==> src/rtl/lsu_align_ctrl.sv <==
// MEM-stage load/store aligner: aligned accesses pass straight to the byte-addressed
// data memory, misaligned halfword/word accesses are split into byte operations.
module lsu_align_ctrl #(
   parameter int ADDR_W   = 32,
   parameter bit SPLIT_EN = 1'b1
) (
   input  logic              clock,
   input  logic              reset,
   input  logic              req_valid,
   input  logic              req_we,
   input  logic [2:0]        req_funct3,
   input  logic [ADDR_W-1:0] req_addr,
   input  logic [31:0]       req_wdata,
   output logic              mem_read_write,
   output logic [2:0]        mem_access_size,
   output logic [ADDR_W-1:0] mem_address,
   output logic [31:0]       mem_data_in,
   input  logic [31:0]       mem_rdata,
   output logic              stall,
   output logic              resp_valid,
   output logic [31:0]       resp_rdata,
   output logic              misalign_err
);

   typedef enum logic [1:0] {IDLE, SPLIT, DONE} state_t;

   state_t            state;
   state_t            next_state;
   logic              latch_req;
   logic [ADDR_W-1:0] lat_addr;
   logic [2:0]        lat_funct3;
   logic              lat_we;
   logic [31:0]       lat_wdata;
   logic [2:0]        byte_cnt;
   logic [2:0]        byte_idx;
   logic [31:0]       rd_buf;
   logic              legal;
   logic              misaligned;

   assign legal = (req_funct3 == 3'b000) || (req_funct3 == 3'b001) || (req_funct3 == 3'b010) ||
                  (req_funct3 == 3'b100) || (req_funct3 == 3'b101);

   // Halfword codes share funct3[1:0]=01; bytes can never be misaligned.
   assign misaligned = ((req_funct3[1:0] == 2'b01) && req_addr[0]) ||
                       ((req_funct3 == 3'b010) && (req_addr[1:0] != 2'b00));

   always_ff @(posedge clock) begin
      if (!reset) begin
         state      <= IDLE;
         lat_addr   <= '0;
         lat_funct3 <= 3'b000;
         lat_we     <= 1'b0;
         lat_wdata  <= '0;
         byte_cnt   <= '0;
         byte_idx   <= '0;
         rd_buf     <= '0;
      end else begin
         state <= next_state;
         if (latch_req) begin
            lat_addr   <= req_addr;
            lat_funct3 <= req_funct3;
            lat_we     <= req_we;
            lat_wdata  <= req_wdata;
            byte_cnt   <= (req_funct3 == 3'b010) ? 3'd4 : 3'd2;
            byte_idx   <= '0;
         end else if (state == SPLIT) begin
            byte_idx <= byte_idx + 3'd1;
            if (!lat_we)
               rd_buf[{byte_idx[1:0], 3'b000} +: 8] <= mem_rdata[7:0];
         end
      end
   end

   always_comb begin
      next_state      = state;
      latch_req       = 1'b0;
      mem_read_write  = 1'b0;
      mem_access_size = 3'b010;
      mem_address     = '0;
      mem_data_in     = '0;
      stall           = 1'b0;
      resp_valid      = 1'b0;
      resp_rdata      = '0;
      misalign_err    = 1'b0;
      // Everything stays at idle drive while reset is held low.
      if (reset) begin
         case (state)
            IDLE: begin
               if (req_valid) begin
                  if (!legal) begin
                     resp_valid = !req_we;
                  end else if (misaligned) begin
                     if (SPLIT_EN) begin
                        stall      = 1'b1;
                        latch_req  = 1'b1;
                        next_state = SPLIT;
                     end else begin
                        misalign_err = 1'b1;
                        resp_valid   = !req_we;
                     end
                  end else begin
                     mem_read_write  = req_we;
                     mem_access_size = req_funct3;
                     mem_address     = req_addr;
                     mem_data_in     = req_wdata;
                     if (!req_we) begin
                        resp_valid = 1'b1;
                        resp_rdata = mem_rdata;
                     end
                  end
               end
            end
            SPLIT: begin
               stall       = 1'b1;
               mem_address = lat_addr + ADDR_W'(byte_idx);
               if (lat_we) begin
                  mem_read_write   = 1'b1;
                  mem_access_size  = 3'b000;
                  mem_data_in[7:0] = lat_wdata[{byte_idx[1:0], 3'b000} +: 8];
               end else begin
                  mem_access_size = 3'b100;
               end
               if (byte_idx == byte_cnt - 3'd1)
                  next_state = DONE;
            end
            DONE: begin
               resp_valid = !lat_we;
               if (!lat_we) begin
                  case (lat_funct3)
                     3'b001:  resp_rdata = {{16{rd_buf[15]}}, rd_buf[15:0]};
                     3'b101:  resp_rdata = {16'h0000, rd_buf[15:0]};
                     default: resp_rdata = rd_buf;
                  endcase
               end
               next_state = IDLE;
            end
            default: next_state = IDLE;
         endcase
      end
   end

endmodule

==> config.mk <==
export PLATFORM = sky130hd
export DESIGN_NAME = lsu_align_ctrl
export DESIGN_NICKNAME = d
export VERILOG_FILES = /design/src/rtl/lsu_align_ctrl.sv
export SDC_FILE = /design/constraint.sdc
export NUM_CORES = 1
export LEC_CHECK = 0
export BUFFER_PORTS_ARGS = -buffer_cell sky130_fd_sc_hd__buf_2
export CAP_MARGIN = 10
export CORE_MARGIN = 2
export CORE_UTILIZATION = 55
export CTS_CLUSTER_SIZE = 14
export DETAILED_ROUTE_END_ITERATION = 7
export HOLD_SLACK_MARGIN = 0.02
export PLACE_DENSITY = 0.89
export SKIP_CTS_REPAIR_TIMING = 1
export SLEW_MARGIN = 20
export SYNTH_ARGS = -nofsm -noshare
export SYNTH_HDL_FRONTEND = slang
export SYNTH_SLANG_ARGS = --single-unit
==> constraint.sdc <==
create_clock -name clock -period 6.9 [get_ports clock]
set_input_delay 1.38 -clock clock [delete_from_list [all_inputs] [get_ports clock]]
set_output_delay 1.38 -clock clock [all_outputs]
set_load 0.02 [all_outputs]
After elaboration in Yosys (flattened, before gate mapping)
Index checks and enable logic that the tools add are counted.
{"block": "totals", "out_inout_bits": 103, "input_bits": 103, "reg_bits": 108, "elab_cells": 99}
{"block": "op_classes", "eq_ne": 14, "bitwise": 3, "n_reduce_logical": 15, "n_addsub": 4, "shift": 3, "muxes": 52}
{"op": "$mux W32", "count": 14}
{"op": "$pmux W32 S2", "count": 3}
{"op": "$add A32 B3 Y32", "count": 1}
{"op": "$bwmux W32", "count": 1}
{"op": "$shift A8 B7 Y32 const A", "count": 1}
{"op": "$shiftx A32 B6 Y8", "count": 1}
{"op": "$shiftx A8 B7 Y32", "count": 1}
{"op": "$mux W24", "count": 1}
{"op": "$mux W3", "count": 6}
{"op": "$mux W1", "count": 16}
{"op": "$pmux W8 S2", "count": 1}
{"op": "$eq A3 B3 Y1 const B", "count": 3}
{"op": "$mux W2", "count": 4}
{"op": "$mux W8", "count": 1}
{"op": "$neg A5 Y7", "count": 1}
{"op": "$eq A3 B1 Y1 const B", "count": 2}
{"op": "$ne A2 B2 Y1 const B", "count": 3}
{"op": "$pmux W1 S2", "count": 3}
{"op": "$pmux W3 S2", "count": 1}
{"op": "$logic_or A1 B1 Y1", "count": 5}
{"op": "$eq A2 B1 Y1 const B", "count": 2}
{"op": "$pmux W2 S2", "count": 1}
{"op": "$reduce_and A4 Y1", "count": 1}
{"op": "$add A3 B1 Y3 const B", "count": 1}
{"op": "13 further kinds", "count": 17}

Longest topological paths before layout
{"block": "logic_depth", "word_depth": 11, "depth_mapped": 9, "ltp_nobuf": 8}

Least setup slack after synthesis
OpenSTA, ideal clock, no wires.
{"block": "synth_path", "kind": "input to output", "from": "input port req_funct3[1]", "to": "output port resp_valid", "t_required_ns": 5.520, "arrival_ns": 2.789, "path_slack_ns": 2.731, "path_buffers": 1, "cell_stages": 5, "path_cell_list": "buf_4 -> and3b_1 -> a31o_2 -> or4b_1 -> a21oi_1"}
{"block": "synth_between", "elab_chain_len": 9, "elab_cells_between_ends": 18}
{"item": "from (decl)", "line": "11", "rtl": "input logic [2:0] req_funct3,"}
{"item": "$eq A3 B1 Y1 or $logic_not A3 Y1 (tied branches)", "line": "40", "rtl": "assign legal = (req_funct3 == 3'b000) || (req_funct3 == 3'b001) || (req_funct3 == 3'b010) ||"}
{"item": "$logic_or A1 B1 Y1 (3 in a row)", "line": "40"}
{"item": "$logic_or A1 B1 Y1", "line": "41", "rtl": "(req_funct3 == 3'b100) || (req_funct3 == 3'b101);"}
{"item": "$mux W1 *", "line": "90", "rtl": "if (!legal) begin"}
{"item": "$mux W1 *", "line": "89", "rtl": "if (req_valid) begin"}
{"item": "$pmux W1 S2 *", "line": "87", "rtl": "case (state)"}
{"item": "$mux W1 *", "line": "86", "rtl": "if (reset) begin"}
{"item": "to (decl)", "line": "20", "rtl": "output logic resp_valid,"}
Every way passes the cells marked *; elsewhere a longest branch is shown, timed or not.

Worst setup path after layout
{"block": "layout_path", "from": "input port reset", "to": "output port mem_address[30]"}
{"block": "layout_between", "elab_chain_len": 1}
{"item": "from (decl)", "line": "8", "rtl": "input logic reset,"}
{"item": "$mux W32", "line": "86"}
{"item": "to (decl)", "line": "16", "rtl": "output logic [ADDR_W-1:0] mem_address,"}
No other way between the ends.

==> summary.txt <==
CTS
  – Clock-pin slew on the worst setup and hold paths: 0.10 ns
  – CTS H-Tree Depth: 3
  – CTS tree: done
  – Clock latency on the worst-skew pair: 0.37 ns
  – CTS Buffer Depth: 2
  – Clock Sinks: 107
  – CTS Root Cell: clkbuf_8
  – Clock buffer count from CTS: 9

Critical path
  – CP endpoint kind: primary output
  – Critical path arrival: 3.49 ns
  – Max FO, Critical Path: 93
  – R2R depth: 5
  – Setup CP Type: in2out
  – Worst endpoint required time: 5.52 ns
  – CP Launch Type: primary input

Die
  – # rows: 38
  – Height of the die: 109 um
  – Io pins: 206
  – Die ar.: 11800 sq um
  – Die width: 109 um
  – Initial core utilization: 55.9%
  – CORE AREA: 10800 sq um

Cells and area
  – Total Nets Final: 1011
  – Fraction of layout cells with a size suffix above 1: 27.8%
  – Antenna diodes: 0
  – FILL cells: 901
  – Synthesis-to-finish area growth: 19.7%

Placement
  – Post-DP HPWL: 11.1 mm
  – Routability cong.: 0.848
  – Port Buffers: 204

Pwr
  – P_int: 0.918 mW
  – Leak: 3.00 nW
  – Sw power: 0.350 mW
  – Sequential Power Share: 51.3%
  – Sw Ratio: 27.6%
  – Clk network pwr share: 34.2%
  – Max rail drop VDD: 0.133 mV
  – Comb power frac: 14.4%
  – PD cells: 175 nW/um^2

STA
  – Slew headroom: 25.2%
  – Hold Violations, Final: 0
  – Final setup fails: 0
  – Hold_ws: 0.459 ns
  – RSZ-0062 raised after global routing: no
  – Max Clock Freq: 0.205 GHz
  – Setup TNS: 0 ns
  – Tcrit/Tclk final: 70.6%
  – Slew Viols, Final: 0
  – Crit path time final: 4.87 ns
  – Tightest Pin Transition: 1.12 ns
  – Clk_skew: 0.0155 ns

Synthesis
  – Syn Nets: 848
  – Syn avg cell area: 8.21 sq um
  – Post-synth top area share: 35.5%
  – Post-Syn Area: 6040 sq um
  – Area leader, netlist: dfxtp_1
  – Top cells by area, synth: dfxtp_1 (35%), a22o_1 (8.8%), nand2_1 (7.4%)
  – Top FF cell, synth: dfxtp_1
  – Synth Instances: 735
  – Yosys Warn Count: 0
  – Post-synthesis cell type count: 56
  – Post-synthesis sequential area ratio: 35.5%
  – Synthesis-stage register bit count: 107
  – Post-synth EDFFs: 0
  – FFs w/ async S/R, synth: 0%

Detailed routing
  – Routed Antenna Nets: 0
  – Wirelength per Cell: 15.1 um
  – Routed wire length: 15.8 mm
  – Starting DRC count in detailed routing: 393
  – Via count: 5943
  – DRT Pass-1 Iters: 4
  – Vias per cell: 5.70
  – Drt drc: 0

Flow run
  – Max Cap Viol: 0

Min path
  – Hold path depth: 2
  – HP Class: reg2reg

Global routing
  – Total gr overflow: 0
  – Largest net degree at the start of global routing: 94
  – Vias in the first global route: 5199
  – Initial antenna violation count: 0
  – First-pass GRT wire length: 24.8 mm
  – All-Layer GR Usage: 26.4%

Outcome
  – Status: finished clean
==> area by class of cell <==
class | count | area [sq um] | area share, %
clock inverter | 7 | 105 | 1.45
inverter | 12 | 45.0 | 0.623
clock buffer | 9 | 124 | 1.71
multi-input combinational | 559 | 3560 | 49.2
timing repair buffer | 209 | 1080 | 14.9
sequential | 107 | 2140 | 29.6
tap | 140 | 175 | 2.42
==> routing by layer <==
layer  vias up  global-route usage [%]  share of wire (%)
met2       228                    42.5                 46
met1      2744                    36.3                 45
li1       2941                       -                  -
met4         0                    8.79                2.2
met5         -                       0                  0
met3        30                    4.06                6.7
==> through the flow <==
step | util (%) | cells | total power [mW] | setup slack, ns | cell area [sq um]
2_1_floorplan | - | 735 | 0.776 | 2.73 | 6040
3_3_place_gp | 64.6 | 1026 | 0.842 | 2.05 | 6970
3_5_place_dp | 64.6 | 1026 | 0.846 | 2.00 | 6970
4_1_cts | 66.7 | 1042 | 1.27 | 1.99 | 7200
5_1_grt | 67.0 | 1043 | 1.32 | 1.68 | 7230
6_report | 67.0 | 1043 | 1.27 | 2.03 | 7230
==> logic make-up (layout without fill, tap and decap cells) <==
logic type / after synthesis / in the layout / synth area share (%)
and+or+nand+nor: 299 / 299 / 25.0
AOI/OAI and AO/OA: 208 / 208 / 23.7
DFF: 107 / 107 / 35.5
buffers and inverters: 69 / 237 / 5.72
xor gates and xnor gates: 31 / 31 / 4.50
adders and majority gates: 10 / 10 / 2.20
muxes: 10 / 10 / 3.32
other: 1 / 1 / 0.0621
==> cells in the final DEF, fill, tap and decap left out, drive strengths merged, types with 2 or more instances in the layout <==
master,n
nor3b,4
and4,7
nor4,6
mux2i,2
inv,16
a21boi,32
a21oi,22
xor2,2
and2,32
nand2,119
ha,9
xnor2,29
bufinv,2
a22oi,14
mux4,8
nand3,65
nor2,32
nand2b,4
dfxtp,107
o21ai,69
clkbuf,9
nor3,13
nor2b,6
nand4,4
a22o,61
and3,3
buf,209
o22ai,2
a31o,2
==> power groups by stage <==
stage	logic [mW]	registers (mW)	clock network, mW
after floorplan	0.117	0.659	0
after global placement	0.178	0.664	0
after detailed placement	0.181	0.665	0
after CTS	0.182	0.651	0.441
after global routing	0.200	0.654	0.463
final	0.183	0.651	0.434
==> sequential cells by signal, indices dropped and copies added, names as in the netlist <==
name and count:
lat_funct3 3, lat_addr 32, lat_wdata 32, rd_buf 32, byte_cnt 2, byte_idx 3
state 2, lat_we 1
==> critical path, cell delays in order <==
cell and delay (ns):
buf_2 0.10, buf_4 0.62, nand2_1 0.73, nor2_1 0.25, a22oi_1 0.08, o21ai_0 0.10, buf_2 0.19
==> synth_stat cells, types with 2 or more instances <==
master,n
a21boi_0,26
a21boi_1,6
a21oi_1,22
a22o_1,61
a22oi_1,14
a31o_2,2
and2_1,32
and3_1,3
and4_1,4
and4_4,2
buf_2,20
buf_4,5
buf_6,5
clkbuf_1,22
clkbuf_2,4
dfxtp_1,107
ha_1,9
inv_1,11
mux2i_1,2
mux4_2,8
nand2_1,119
nand2b_1,4
nand3_1,64
nand4_1,2
nand4_4,2
nor2_1,32
nor2b_1,6
nor3_1,10
nor3_4,2
nor3b_1,4
nor4_1,5
o21ai_0,55
o21ai_1,13
xnor2_1,29
xor2_1,2
==> path summary, 6_finish.rpt <==
kind	start	end	slack (ns)
max	reset	mem_address[30]	2.03
min	rd_buf[0]	rd_buf[0]	0.46
max reg2reg	byte_idx[0]	rd_buf[17]	4.09
min reg2reg	rd_buf[0]	rd_buf[0]	0.46
Note: power is estimated with default switching activity, not from simulation.
